==> config.mk <==
export PLATFORM = sky130hd
export DESIGN_NAME = reorder_buffer_flat
export DESIGN_NICKNAME = d
export VERILOG_FILES = /design/src/rtl/reorder_buffer_pkg.sv /design/src/rtl/reorder_buffer_if.sv /design/src/rtl/rob_storage.sv /design/src/rtl/reorder_buffer.sv /design/src/flat_wrapper.sv
export SDC_FILE = /design/constraint.sdc
export NUM_CORES = 1
export LEC_CHECK = 0
export CAP_MARGIN = 30
export CORE_ASPECT_RATIO = 1.4
export CORE_MARGIN = 8
export CORE_UTILIZATION = 60
export CTS_CLUSTER_SIZE = 12
export DETAILED_ROUTE_END_ITERATION = 12
export PLACE_DENSITY = 0.85
export SYNTH_ARGS = -nofsm -noshare
export SYNTH_HDL_FRONTEND = slang
export SYNTH_HIERARCHICAL = 1
export SYNTH_SLANG_ARGS = --single-unit
export TNS_END_PERCENT = 100
==> constraint.sdc <==
create_clock -name clk -period 7.2 [get_ports clk]
set_input_delay 1.08 -clock clk [delete_from_list [all_inputs] [get_ports clk]]
set_output_delay 1.08 -clock clk [all_outputs]
set_load 0.01 [all_outputs]
==> src/rtl/reorder_buffer_pkg.sv <==
// Shared definitions for the reorder buffer: default widths, depth derivation
// and the bit layout of one packed entry {valid, done, w, dest, value}.
package reorder_buffer_pkg;

  localparam int ID_SIZE_DEFAULT          = 32'sd2;
  localparam int REG_ADDRESS_SIZE_DEFAULT = 32'sd5;
  localparam int REG_SIZE_DEFAULT         = 32'sd32;

  function automatic int rob_depth(input int id_size);
    return 32'sd1 <<< id_size;
  endfunction

  // Packed entry, LSB first: value, dest, w, done, valid
  function automatic int ent_value_lsb();
    return 32'sd0;
  endfunction

  function automatic int ent_dest_lsb(input int dw);
    return dw;
  endfunction

  function automatic int ent_w_bit(input int aw, input int dw);
    return aw + dw;
  endfunction

  function automatic int ent_done_bit(input int aw, input int dw);
    return aw + dw + 32'sd1;
  endfunction

  function automatic int ent_valid_bit(input int aw, input int dw);
    return aw + dw + 32'sd2;
  endfunction

  function automatic int ent_width(input int aw, input int dw);
    return aw + dw + 32'sd3;
  endfunction

endpackage

==> src/rtl/reorder_buffer_if.sv <==
// Decode / execution-unit / register-bank side signals of the reorder buffer.
interface reorder_buffer_if #(
  parameter int REG_ADDRESS_SIZE = reorder_buffer_pkg::REG_ADDRESS_SIZE_DEFAULT,
  parameter int REG_SIZE         = reorder_buffer_pkg::REG_SIZE_DEFAULT,
  parameter int ID_SIZE          = reorder_buffer_pkg::ID_SIZE_DEFAULT
);
  logic                        RB_alloc;
  logic [REG_ADDRESS_SIZE-1:0] RB_alloc_dest;
  logic                        RB_alloc_w;
  logic [ID_SIZE-1:0]          RB_tail;
  logic [ID_SIZE-1:0]          RB_head;
  logic [ID_SIZE:0]            RB_count;
  logic                        RB_stall;
  logic                        RB_alu_valid;
  logic [ID_SIZE-1:0]          RB_alu_id;
  logic [REG_SIZE-1:0]         RB_alu_value;
  logic                        RB_mul_valid;
  logic [ID_SIZE-1:0]          RB_mul_id;
  logic [REG_SIZE-1:0]         RB_mul_value;
  logic                        RB_flush;
  logic [REG_ADDRESS_SIZE-1:0] RB_Wat;
  logic [REG_SIZE-1:0]         RB_Wvalue;
  logic                        RB_We;

  modport master (
    output RB_alloc, RB_alloc_dest, RB_alloc_w,
    output RB_alu_valid, RB_alu_id, RB_alu_value,
    output RB_mul_valid, RB_mul_id, RB_mul_value,
    output RB_flush,
    input  RB_tail, RB_head, RB_count, RB_stall,
    input  RB_Wat, RB_Wvalue, RB_We
  );

  modport slave (
    input  RB_alloc, RB_alloc_dest, RB_alloc_w,
    input  RB_alu_valid, RB_alu_id, RB_alu_value,
    input  RB_mul_valid, RB_mul_id, RB_mul_value,
    input  RB_flush,
    output RB_tail, RB_head, RB_count, RB_stall,
    output RB_Wat, RB_Wvalue, RB_We
  );
endinterface

==> src/rtl/rob_storage.sv <==
// Reorder buffer entry array: one allocate port, two completion ports and a
// head read port returning the packed entry addressed by head_id.
module rob_storage
  import reorder_buffer_pkg::*;
#(
  parameter int AW = REG_ADDRESS_SIZE_DEFAULT,
  parameter int DW = REG_SIZE_DEFAULT,
  parameter int IW = ID_SIZE_DEFAULT,
  localparam int DEPTH = rob_depth(IW),
  localparam int EW    = ent_width(AW, DW)
) (
  input  logic          clk,
  input  logic          reset,
  input  logic          flush,
  input  logic          alloc_en,
  input  logic [IW-1:0] alloc_id,
  input  logic          alloc_w,
  input  logic [AW-1:0] alloc_dest,
  input  logic          alu_valid,
  input  logic [IW-1:0] alu_id,
  input  logic [DW-1:0] alu_value,
  input  logic          mul_valid,
  input  logic [IW-1:0] mul_id,
  input  logic [DW-1:0] mul_value,
  input  logic          commit_en,
  input  logic [IW-1:0] head_id,
  output logic [EW-1:0] head_entry
);
  localparam int VB = ent_valid_bit(AW, DW);
  localparam int DB = ent_done_bit(AW, DW);
  localparam int WB = ent_w_bit(AW, DW);
  localparam int AL = ent_dest_lsb(DW);
  localparam int VL = ent_value_lsb();

  logic [DEPTH-1:0] valid_r, done_r, w_r;
  logic [AW-1:0]    dest_r  [DEPTH];
  logic [DW-1:0]    value_r [DEPTH];
  logic [DEPTH-1:0] alu_hit_s, mul_hit_s;

  // Decode completion IDs into per-entry hits against entries already live
  always_comb begin
    alu_hit_s = '0;
    mul_hit_s = '0;
    for (int i = 0; i < DEPTH; i++) begin
      alu_hit_s[i] = alu_valid && (alu_id == IW'(i)) && valid_r[i];
      mul_hit_s[i] = mul_valid && (mul_id == IW'(i)) && valid_r[i];
    end
  end

  // Entry state: flush beats allocate beats commit beats completion
  always_ff @(posedge clk or negedge reset) begin
    if (!reset) begin
      valid_r <= '0;
      done_r  <= '0;
      w_r     <= '0;
      for (int i = 0; i < DEPTH; i++) begin
        dest_r[i]  <= '0;
        value_r[i] <= '0;
      end
    end else begin
      for (int i = 0; i < DEPTH; i++) begin
        if (flush) begin
          valid_r[i] <= 1'b0;
          done_r[i]  <= 1'b0;
        end else if (alloc_en && (alloc_id == IW'(i))) begin
          valid_r[i] <= 1'b1;
          done_r[i]  <= 1'b0;
          w_r[i]     <= alloc_w;
          dest_r[i]  <= alloc_dest;
        end else if (commit_en && (head_id == IW'(i))) begin
          valid_r[i] <= 1'b0;
          done_r[i]  <= 1'b0;
        end else if (alu_hit_s[i] || mul_hit_s[i]) begin
          done_r[i] <= 1'b1;
        end
        // ALU takes the slot if both units name the same entry
        if (!flush && alu_hit_s[i]) begin
          value_r[i] <= alu_value;
        end else if (!flush && mul_hit_s[i]) begin
          value_r[i] <= mul_value;
        end
      end
    end
  end

  // Pack the head entry for the commit logic
  always_comb begin
    head_entry             = '0;
    head_entry[VB]         = valid_r[head_id];
    head_entry[DB]         = done_r[head_id];
    head_entry[WB]         = w_r[head_id];
    head_entry[AL +: AW]   = dest_r[head_id];
    head_entry[VL +: DW]   = value_r[head_id];
  end
endmodule

==> src/rtl/reorder_buffer.sv <==
// In-order commit controller: allocates entries at the tail, retires completed
// entries from the head one per cycle onto the register-bank write port.
module reorder_buffer
  import reorder_buffer_pkg::*;
#(
  parameter int REG_ADDRESS_SIZE = REG_ADDRESS_SIZE_DEFAULT,
  parameter int REG_SIZE         = REG_SIZE_DEFAULT,
  parameter int ID_SIZE          = ID_SIZE_DEFAULT
) (
  input logic             clk,
  input logic             reset,
  reorder_buffer_if.slave rb
);
  localparam int DEPTH = rob_depth(ID_SIZE);
  localparam int EW    = ent_width(REG_ADDRESS_SIZE, REG_SIZE);
  localparam int VB    = ent_valid_bit(REG_ADDRESS_SIZE, REG_SIZE);
  localparam int DB    = ent_done_bit(REG_ADDRESS_SIZE, REG_SIZE);
  localparam int WB    = ent_w_bit(REG_ADDRESS_SIZE, REG_SIZE);
  localparam int AL    = ent_dest_lsb(REG_SIZE);
  localparam int VL    = ent_value_lsb();

  logic [ID_SIZE-1:0]          head_r, tail_r;
  logic [ID_SIZE:0]            count_r;
  logic                        we_r;
  logic [REG_ADDRESS_SIZE-1:0] wat_r;
  logic [REG_SIZE-1:0]         wvalue_r;
  logic [EW-1:0]               head_entry_s;
  logic                        stall_s, alloc_ok_s, commit_s;

  rob_storage #(.AW(REG_ADDRESS_SIZE), .DW(REG_SIZE), .IW(ID_SIZE)) u_storage (
    .clk        (clk),
    .reset      (reset),
    .flush      (rb.RB_flush),
    .alloc_en   (alloc_ok_s),
    .alloc_id   (tail_r),
    .alloc_w    (rb.RB_alloc_w),
    .alloc_dest (rb.RB_alloc_dest),
    .alu_valid  (rb.RB_alu_valid),
    .alu_id     (rb.RB_alu_id),
    .alu_value  (rb.RB_alu_value),
    .mul_valid  (rb.RB_mul_valid),
    .mul_id     (rb.RB_mul_id),
    .mul_value  (rb.RB_mul_value),
    .commit_en  (commit_s),
    .head_id    (head_r),
    .head_entry (head_entry_s)
  );

  // Stall comes from the count register only, so a same-cycle commit cannot release it
  always_comb begin
    stall_s    = (count_r == (ID_SIZE+1)'(DEPTH));
    alloc_ok_s = rb.RB_alloc && !stall_s;
    commit_s   = head_entry_s[VB] && head_entry_s[DB];
  end

  // Pointers, occupancy and the registered commit write port
  always_ff @(posedge clk or negedge reset) begin
    if (!reset) begin
      head_r   <= '0;
      tail_r   <= '0;
      count_r  <= '0;
      we_r     <= 1'b0;
      wat_r    <= '0;
      wvalue_r <= '0;
    end else if (rb.RB_flush) begin
      head_r  <= '0;
      tail_r  <= '0;
      count_r <= '0;
      we_r    <= 1'b0;
    end else begin
      tail_r  <= tail_r + ID_SIZE'(alloc_ok_s);
      head_r  <= head_r + ID_SIZE'(commit_s);
      count_r <= count_r + (ID_SIZE+1)'(alloc_ok_s) - (ID_SIZE+1)'(commit_s);
      we_r    <= commit_s && head_entry_s[WB];
      if (commit_s) begin
        wat_r    <= head_entry_s[AL +: REG_ADDRESS_SIZE];
        wvalue_r <= head_entry_s[VL +: REG_SIZE];
      end
    end
  end

  assign rb.RB_tail   = tail_r;
  assign rb.RB_head   = head_r;
  assign rb.RB_count  = count_r;
  assign rb.RB_stall  = stall_s;
  assign rb.RB_We     = we_r;
  assign rb.RB_Wat    = wat_r;
  assign rb.RB_Wvalue = wvalue_r;
endmodule

==> src/flat_wrapper.sv <==
// flat-port wrapper written by rule: the top's interface ports become plain ports
module reorder_buffer_flat import reorder_buffer_pkg::*;
#(
  parameter int REG_ADDRESS_SIZE = REG_ADDRESS_SIZE_DEFAULT,
  parameter int REG_SIZE         = REG_SIZE_DEFAULT,
  parameter int ID_SIZE          = ID_SIZE_DEFAULT
)
  (clk, reset, rb_RB_alloc, rb_RB_alloc_dest, rb_RB_alloc_w, rb_RB_alu_valid, rb_RB_alu_id, rb_RB_alu_value, rb_RB_mul_valid, rb_RB_mul_id, rb_RB_mul_value, rb_RB_flush, rb_RB_tail, rb_RB_head, rb_RB_count, rb_RB_stall, rb_RB_Wat, rb_RB_Wvalue, rb_RB_We);
  reorder_buffer_if #(.REG_ADDRESS_SIZE(REG_ADDRESS_SIZE), .REG_SIZE(REG_SIZE), .ID_SIZE(ID_SIZE)) rb_i ();
  input logic clk;
  input logic reset;
  input wire logic [$bits(rb_i.RB_alloc)-1:0] rb_RB_alloc;
  input wire logic [$bits(rb_i.RB_alloc_dest)-1:0] rb_RB_alloc_dest;
  input wire logic [$bits(rb_i.RB_alloc_w)-1:0] rb_RB_alloc_w;
  input wire logic [$bits(rb_i.RB_alu_valid)-1:0] rb_RB_alu_valid;
  input wire logic [$bits(rb_i.RB_alu_id)-1:0] rb_RB_alu_id;
  input wire logic [$bits(rb_i.RB_alu_value)-1:0] rb_RB_alu_value;
  input wire logic [$bits(rb_i.RB_mul_valid)-1:0] rb_RB_mul_valid;
  input wire logic [$bits(rb_i.RB_mul_id)-1:0] rb_RB_mul_id;
  input wire logic [$bits(rb_i.RB_mul_value)-1:0] rb_RB_mul_value;
  input wire logic [$bits(rb_i.RB_flush)-1:0] rb_RB_flush;
  output wire logic [$bits(rb_i.RB_tail)-1:0] rb_RB_tail;
  output wire logic [$bits(rb_i.RB_head)-1:0] rb_RB_head;
  output wire logic [$bits(rb_i.RB_count)-1:0] rb_RB_count;
  output wire logic [$bits(rb_i.RB_stall)-1:0] rb_RB_stall;
  output wire logic [$bits(rb_i.RB_Wat)-1:0] rb_RB_Wat;
  output wire logic [$bits(rb_i.RB_Wvalue)-1:0] rb_RB_Wvalue;
  output wire logic [$bits(rb_i.RB_We)-1:0] rb_RB_We;
  assign rb_i.RB_alloc = rb_RB_alloc;
  assign rb_i.RB_alloc_dest = rb_RB_alloc_dest;
  assign rb_i.RB_alloc_w = rb_RB_alloc_w;
  assign rb_i.RB_alu_valid = rb_RB_alu_valid;
  assign rb_i.RB_alu_id = rb_RB_alu_id;
  assign rb_i.RB_alu_value = rb_RB_alu_value;
  assign rb_i.RB_mul_valid = rb_RB_mul_valid;
  assign rb_i.RB_mul_id = rb_RB_mul_id;
  assign rb_i.RB_mul_value = rb_RB_mul_value;
  assign rb_i.RB_flush = rb_RB_flush;
  assign rb_RB_tail = rb_i.RB_tail;
  assign rb_RB_head = rb_i.RB_head;
  assign rb_RB_count = rb_i.RB_count;
  assign rb_RB_stall = rb_i.RB_stall;
  assign rb_RB_Wat = rb_i.RB_Wat;
  assign rb_RB_Wvalue = rb_i.RB_Wvalue;
  assign rb_RB_We = rb_i.RB_We;
  reorder_buffer #(.REG_ADDRESS_SIZE(REG_ADDRESS_SIZE), .REG_SIZE(REG_SIZE), .ID_SIZE(ID_SIZE)) u_core (.clk(clk), .reset(reset), .rb(rb_i));
endmodule
[Yosys cells after proc, flatten, opt, wreduce, memory -nomap -nowiden]
Index checks and enable logic that the tools add are counted.
Word-level totals
  register bits after elaboration: 205
  input bits: 80
  output and inout port bits: 46
  logic and storage cells: 161
Operators by class
  $add $sub $neg: 4
  order comparisons: 2
  equality and inequality tests: 13
  mux-type cells: 52
  bitwise gates (word level): 2
  reduce and logical (&&, ||, !) cells: 62
Operator list (number)
  $mux W32: 10
  $bmux W32 S2: 1
  $logic_and A1 B1 Y1: 35
  $mux W1: 32
  $eq A2 B2 Y1 const B: 8
  $reduce_bool A4 Y1: 4
  $reduce_bool A3 Y1: 4
  $bmux W5 S2: 1
  $mux W5: 2
  $reduce_and A2 Y1: 5
  $eq A2 B1 Y1 const B: 4
  $logic_not A2 Y1: 4
  $reduce_bool A2 Y1: 4
  $bmux W1 S2: 3
  $add A2 B1 Y2: 2
  $logic_or A1 B1 Y1: 4
  $mux W2: 2
  $add A3 B1 Y3: 1
  $eq A3 B3 Y1 const B: 1
  $ge A3 B3 Y1 const B: 1
  $lt A2 B3 Y1 const B: 1
  $mux W3: 1
  $not A2 Y3: 1
  $sub A3 B1 Y3: 1
  2 further kinds: 3

[Depth between registers and ports, before layout]
  depth after elaboration: 8
  gate-level depth with buffers: 11
  gate-level depth less buffers: 9

[Modules after synthesis]
Netlist, hierarchy kept.
By module, submodules not included
  rob_storage: times used 1, cells an instance 654, area an instance 8042.7 um2, seq. area each 4003.8 um2
  reorder_buffer: times used 1, cells an instance 110, area an instance 1879.3 um2, seq. area each 1126.1 um2

[Worst setup path after synthesis]
OpenSTA, ideal clock, no wires.
  path kind: reg-to-reg
  from: reg u_core.head_r[1] (netlist: u_core/rb.RB_head[1])
  to: reg u_core.count_r[2] (netlist: u_core/rb.RB_count[2])
  setup time: 0.114 ns
  arrival time: 2.680 ns
  required time: 7.086 ns
  setup slack: 4.406 ns
  cell stages (with the launch flop): 12
  path buffers: 2
  clock period less this slack: 2.794 ns
  cells stage by stage: dfrtp_1 clkbuf_1 buf_1 mux4_2 and2_1 ha_1 inv_1 ha_1 inv_1 fa_1 xnor3_1 nor2_1
Between the ends
  word-level cells in the longest chain between the ends: 5
  elaborated cells on any way between the ends: 7
  classes of those cells: add/sub: 1; mux: 5; reduce/logical: 1
Ends and longest elaborated chain
  start: declaration: RTL line reorder_buffer.sv:22  | logic [ID_SIZE-1:0] head_r, tail_r;
  start signal: assignment: RTL line reorder_buffer.sv:72  | head_r <= head_r + ID_SIZE'(commit_s);
  $bmux W1 S2: RTL line rob_storage.sv:90  | head_entry[DB] = done_r[head_id];
  $mux W1 (not written as such): RTL line rob_storage.sv:90
  net u_core.head_entry_s[38]: RTL line reorder_buffer.sv:27  | logic [EW-1:0] head_entry_s;
  $logic_and A1 B1 Y1: RTL line reorder_buffer.sv:53  | commit_s = head_entry_s[VB] && head_entry_s[DB];
  net u_core.commit_s: RTL line reorder_buffer.sv:28  | logic stall_s, alloc_ok_s, commit_s;
  $sub A3 B1 Y3: RTL line reorder_buffer.sv:73  | count_r <= count_r + (ID_SIZE+1)'(alloc_ok_s) - (ID_SIZE+1)'(commit_s);
  $mux W3: RTL line reorder_buffer.sv:65  | end else if (rb.RB_flush) begin
  end signal: assignment: RTL line reorder_buffer.sv:73
  end: declaration: RTL line reorder_buffer.sv:23  | logic [ID_SIZE:0] count_r;
The timed path passes the listed nets, and every way through them passes these cells. The select of a mux whose other input is x is not followed.
A chain may end at the register's enable or synchronous reset.

[Worst setup path in the final report]
  from: reg u_core.head_r[1] (netlist: u_core/rb.RB_head[1])
  to: out rb_RB_head[1]
RTL lines
  end: declaration: RTL line flat_wrapper.sv:23  | output wire logic [$bits(rb_i.RB_head)-1:0] rb_RB_head;
No word-level cell between the ends.

==> summary.txt <==
Global routing
  • Initial antenna violation count: 0
  • GRT overflow: 0
  • Vias in the first global route: 8,244
  • First-pass GRT wire length: 43,870 µm
  • Largest net degree at the start of global routing: 114
  • Total track usage: 25.62%

Timing
  • Ratio of final minimum period to clock period: 46.65%
  • Relative slew slack: 27.11%
  • Worst-margin pin slew: 1.091 ns
  • PnR worst setup slack: 3.841 ns
  • Clk_skew: 0.01015 ns
  • Final max-slew violation count: 0
  • Setup violations, final: 0
  • Fmax: 0.2977 GHz
  • RSZ-0062 raised after global routing: false
  • Final count of hold timing violations: 0
  • Min cycle time layout: 3.359 ns
  • Setup TNS: 0 ns

Clocking
  • CTS tree: yes
  • Root Buffer: clkbuf_16
  • Total CTS buffers: 21
  • CTS sink cnt: 205
  • Hold buffers post-CTS: 0
  • Post-CTS sizing: 0
  • Clock slew at reported path FFs: 0.06 ns
  • Max clock buf depth: 3
  • Htree depth: 1
  • Later-pin clock latency in the skew report: 0.49 ns
  • Setup bufs post-CTS: 0

Routing
  • Remaining antenna violation count: 0
  • Vias: 7,397
  • Iteration count of the initial detailed-routing pass: 8
  • Routed length per placed instance: 25.73 µm
  • Post-DR vias/cell: 6.991
  • Detailed Route WL: 27,220 µm
  • Initial DRC count: 776
  • # DRC: 0

Cells and area
  • Layout area overhead: 18.83%
  • Post-layout util: 72.91%
  • Diode count: 0
  • Fraction of layout cells with a size suffix above 1: 15.37%
  • Final net count: 938

Floorplan
  • Core footprint: 16,170 µm²
  • FP Rows: 55
  • Top-level I/O count: 126
  • Chip height: 168.2 µm
  • Die Width: 124.7 µm
  • Die area: 20,970 µm²
  • Initial Util: 61.35%

Power
  • Clock power share: 27.0%
  • Psw: 976.8 µW
  • Int Pwr: 2688 µW
  • Register share of total power: 48.0%
  • Comb power frac: 25.0%
  • Maximum vdd drop: 0.0002672 V
  • P_leak: 0.005209 µW
  • Tot Pwr: 3665 µW
  • PwrDens: 310.8 nW/µm²
  • Switching share of power: 26.65%

Logic synthesis
  • Most used DFF post-synth: dfrtp_1
  • Most instantiated cells after synthesis: dfrtp_1, nor2_1, a221o_1
  • Top cell type's share of synthesized area: 51.70%
  • Top cells by area, synth: dfrtp_1, a221o_1, mux4_2, nor2_1, mux2_4
  • Ys async rst share: 100.0%
  • Avg Inst Size Synth: 12.99 µm²
  • Most frequent cell after synthesis: dfrtp_1
  • Cell variety after synth: 43
  • Net Count, Synth: 849
  • Leading area contributor after synthesis: dfrtp_1
  • Number of synthesized flops with an enable pin: 0
  • YS warnings: 6
  • Sequential fraction of the synthesis area: 51.70%
  • Synthesized flop and latch total: 205
  • Synth Instances: 764
  • Synthesized area: 9922 µm²

Worst setup path
  • Worst path arrival time: 2.28 ns
  • Setup crit start: u_core/rb.RB_head[1]
  • R2r startpoint: u_core/rb.RB_head[0]
  • Crit-path max FO: 34
  • Crit path required time: 6.12 ns
  • CP endpoint kind: output port
  • R2R cell count: 9
  • Flop2flop setup slack: 3.93 ns
  • Crit path capture: rb_RB_head[1]
  • Critical path type: reg2out
  • Crit path launch type: flop
  • Reg2Reg Capture Point: u_core/rb.RB_count[2]

Place
  • Place WS: 3.611 ns
  • HPWL after DPL: 16,570 µm
  • Routability Congestion: 0.7873
  • Number of port buffers: 125

Hold path
  • HP Start: u_core/u_storage/dest_r[7]
  • HP Class: reg2reg

Run status
  • Status: finished, final reports clean

Run
  • Maxcap violations: 0
-- registers in the layout (all words and copies together), names as in the netlist --
name / count
u_core/u_storage/dest_r: 20
u_core/rb.RB_Wvalue: 32
u_core/u_storage/done_r: 4
u_core/u_storage/w_r: 4
u_core/u_storage/valid_r: 4
u_core/u_storage/value_r: 128
u_core/rb.RB_We: 1
u_core/rb.RB_Wat: 5
u_core/rb.RB_count: 3
u_core/rb.RB_head: 2
u_core/rb.RB_tail: 2
-- final cells by class --
class                      instances  area [µm²]
clock buffer                      28       561.8
clock inverter                     1       30.03
fill                            1022        4382
inverter                           5       18.77
multi-input combinational        485        4431
sequential                       205        5135
tap                              199       249.0
timing repair buffer             135        1365
-- cells by family after synthesis --
logic type / share of synthesized area [%]
adder cells (fa/ha/maj): 0.7062
XOR/XNOR: 0.4035
buffers and inverters: 4.199
multiplexers: 16.72
flip-flops: 51.70
AO/OA/AOI/OAI: 14.02
AND/OR/NAND/NOR: 12.24
-- critical path, stage by stage, from the launching register on --
cell	delay [ns]
dfrtp_2	0.56
buf_4	0.55
clkdlybuf4s50_1	0.67
-- metal layers --
layer | track usage (%) | vias to the layer above | routed length, µm
li1 | - | 3056 | -
met1 | 29.63 | 3723 | 9765
met2 | 43.72 | 513 | 13960
met3 | 4.934 | 105 | 2380
met4 | 14.71 | 0 | 1110
met5 | 0 | - | 0
-- through the flow --
step / instance area (µm²) / cells / hold WS (ns)
floorplan: 9922 / 764 / 0.4524
global placement: 11140 / 1027 / 0.4614
detailed placement: 11200 / 1029 / 0.4734
CTS: 11790 / 1058 / 0.4863
global route: 11790 / 1058 / 0.5063
finish: 11790 / 1058 / 0.4817
-- power groups by stage --
stage	Clock, µW	Combinational [µW]	Sequential, µW
floorplan	0	589	1700
global placement	0	861	1720
detailed placement	0	914	1760
CTS	1000	923	1750
global route	1040	982	1790
finish	990	917	1760
-- worst min path at each step --
stage,endpoint,slack [ns],cells past startpoint
after floorplan,u_core/u_storage/dest_r[5],0.45,1
after global placement,u_core/u_storage/dest_r[9],0.46,1
after detailed placement,u_core/u_storage/dest_r[10],0.47,1
after CTS,u_core/u_storage/dest_r[10],0.49,1
after global routing,u_core/u_storage/dest_r[6],0.51,1
final,u_core/u_storage/dest_r[7],0.48,1
-- cells in the final DEF (no fill, tap or decap), types with 5 or more instances in the layout --
cell and count:
nor2b_1 30, dfrtp_1 203, clkbuf_16 21, nor2_1 135, mux4_2 40, clkdlybuf4s50_1 123
nand2b_1 33, mux2_2 24, a221o_1 128, clkbuf_1 6, and2b_1 6, buf_4 8
mux2_4 19, inv_1 5, mux2_1 18
No activity file was read; power rests on OpenSTA's default activity.
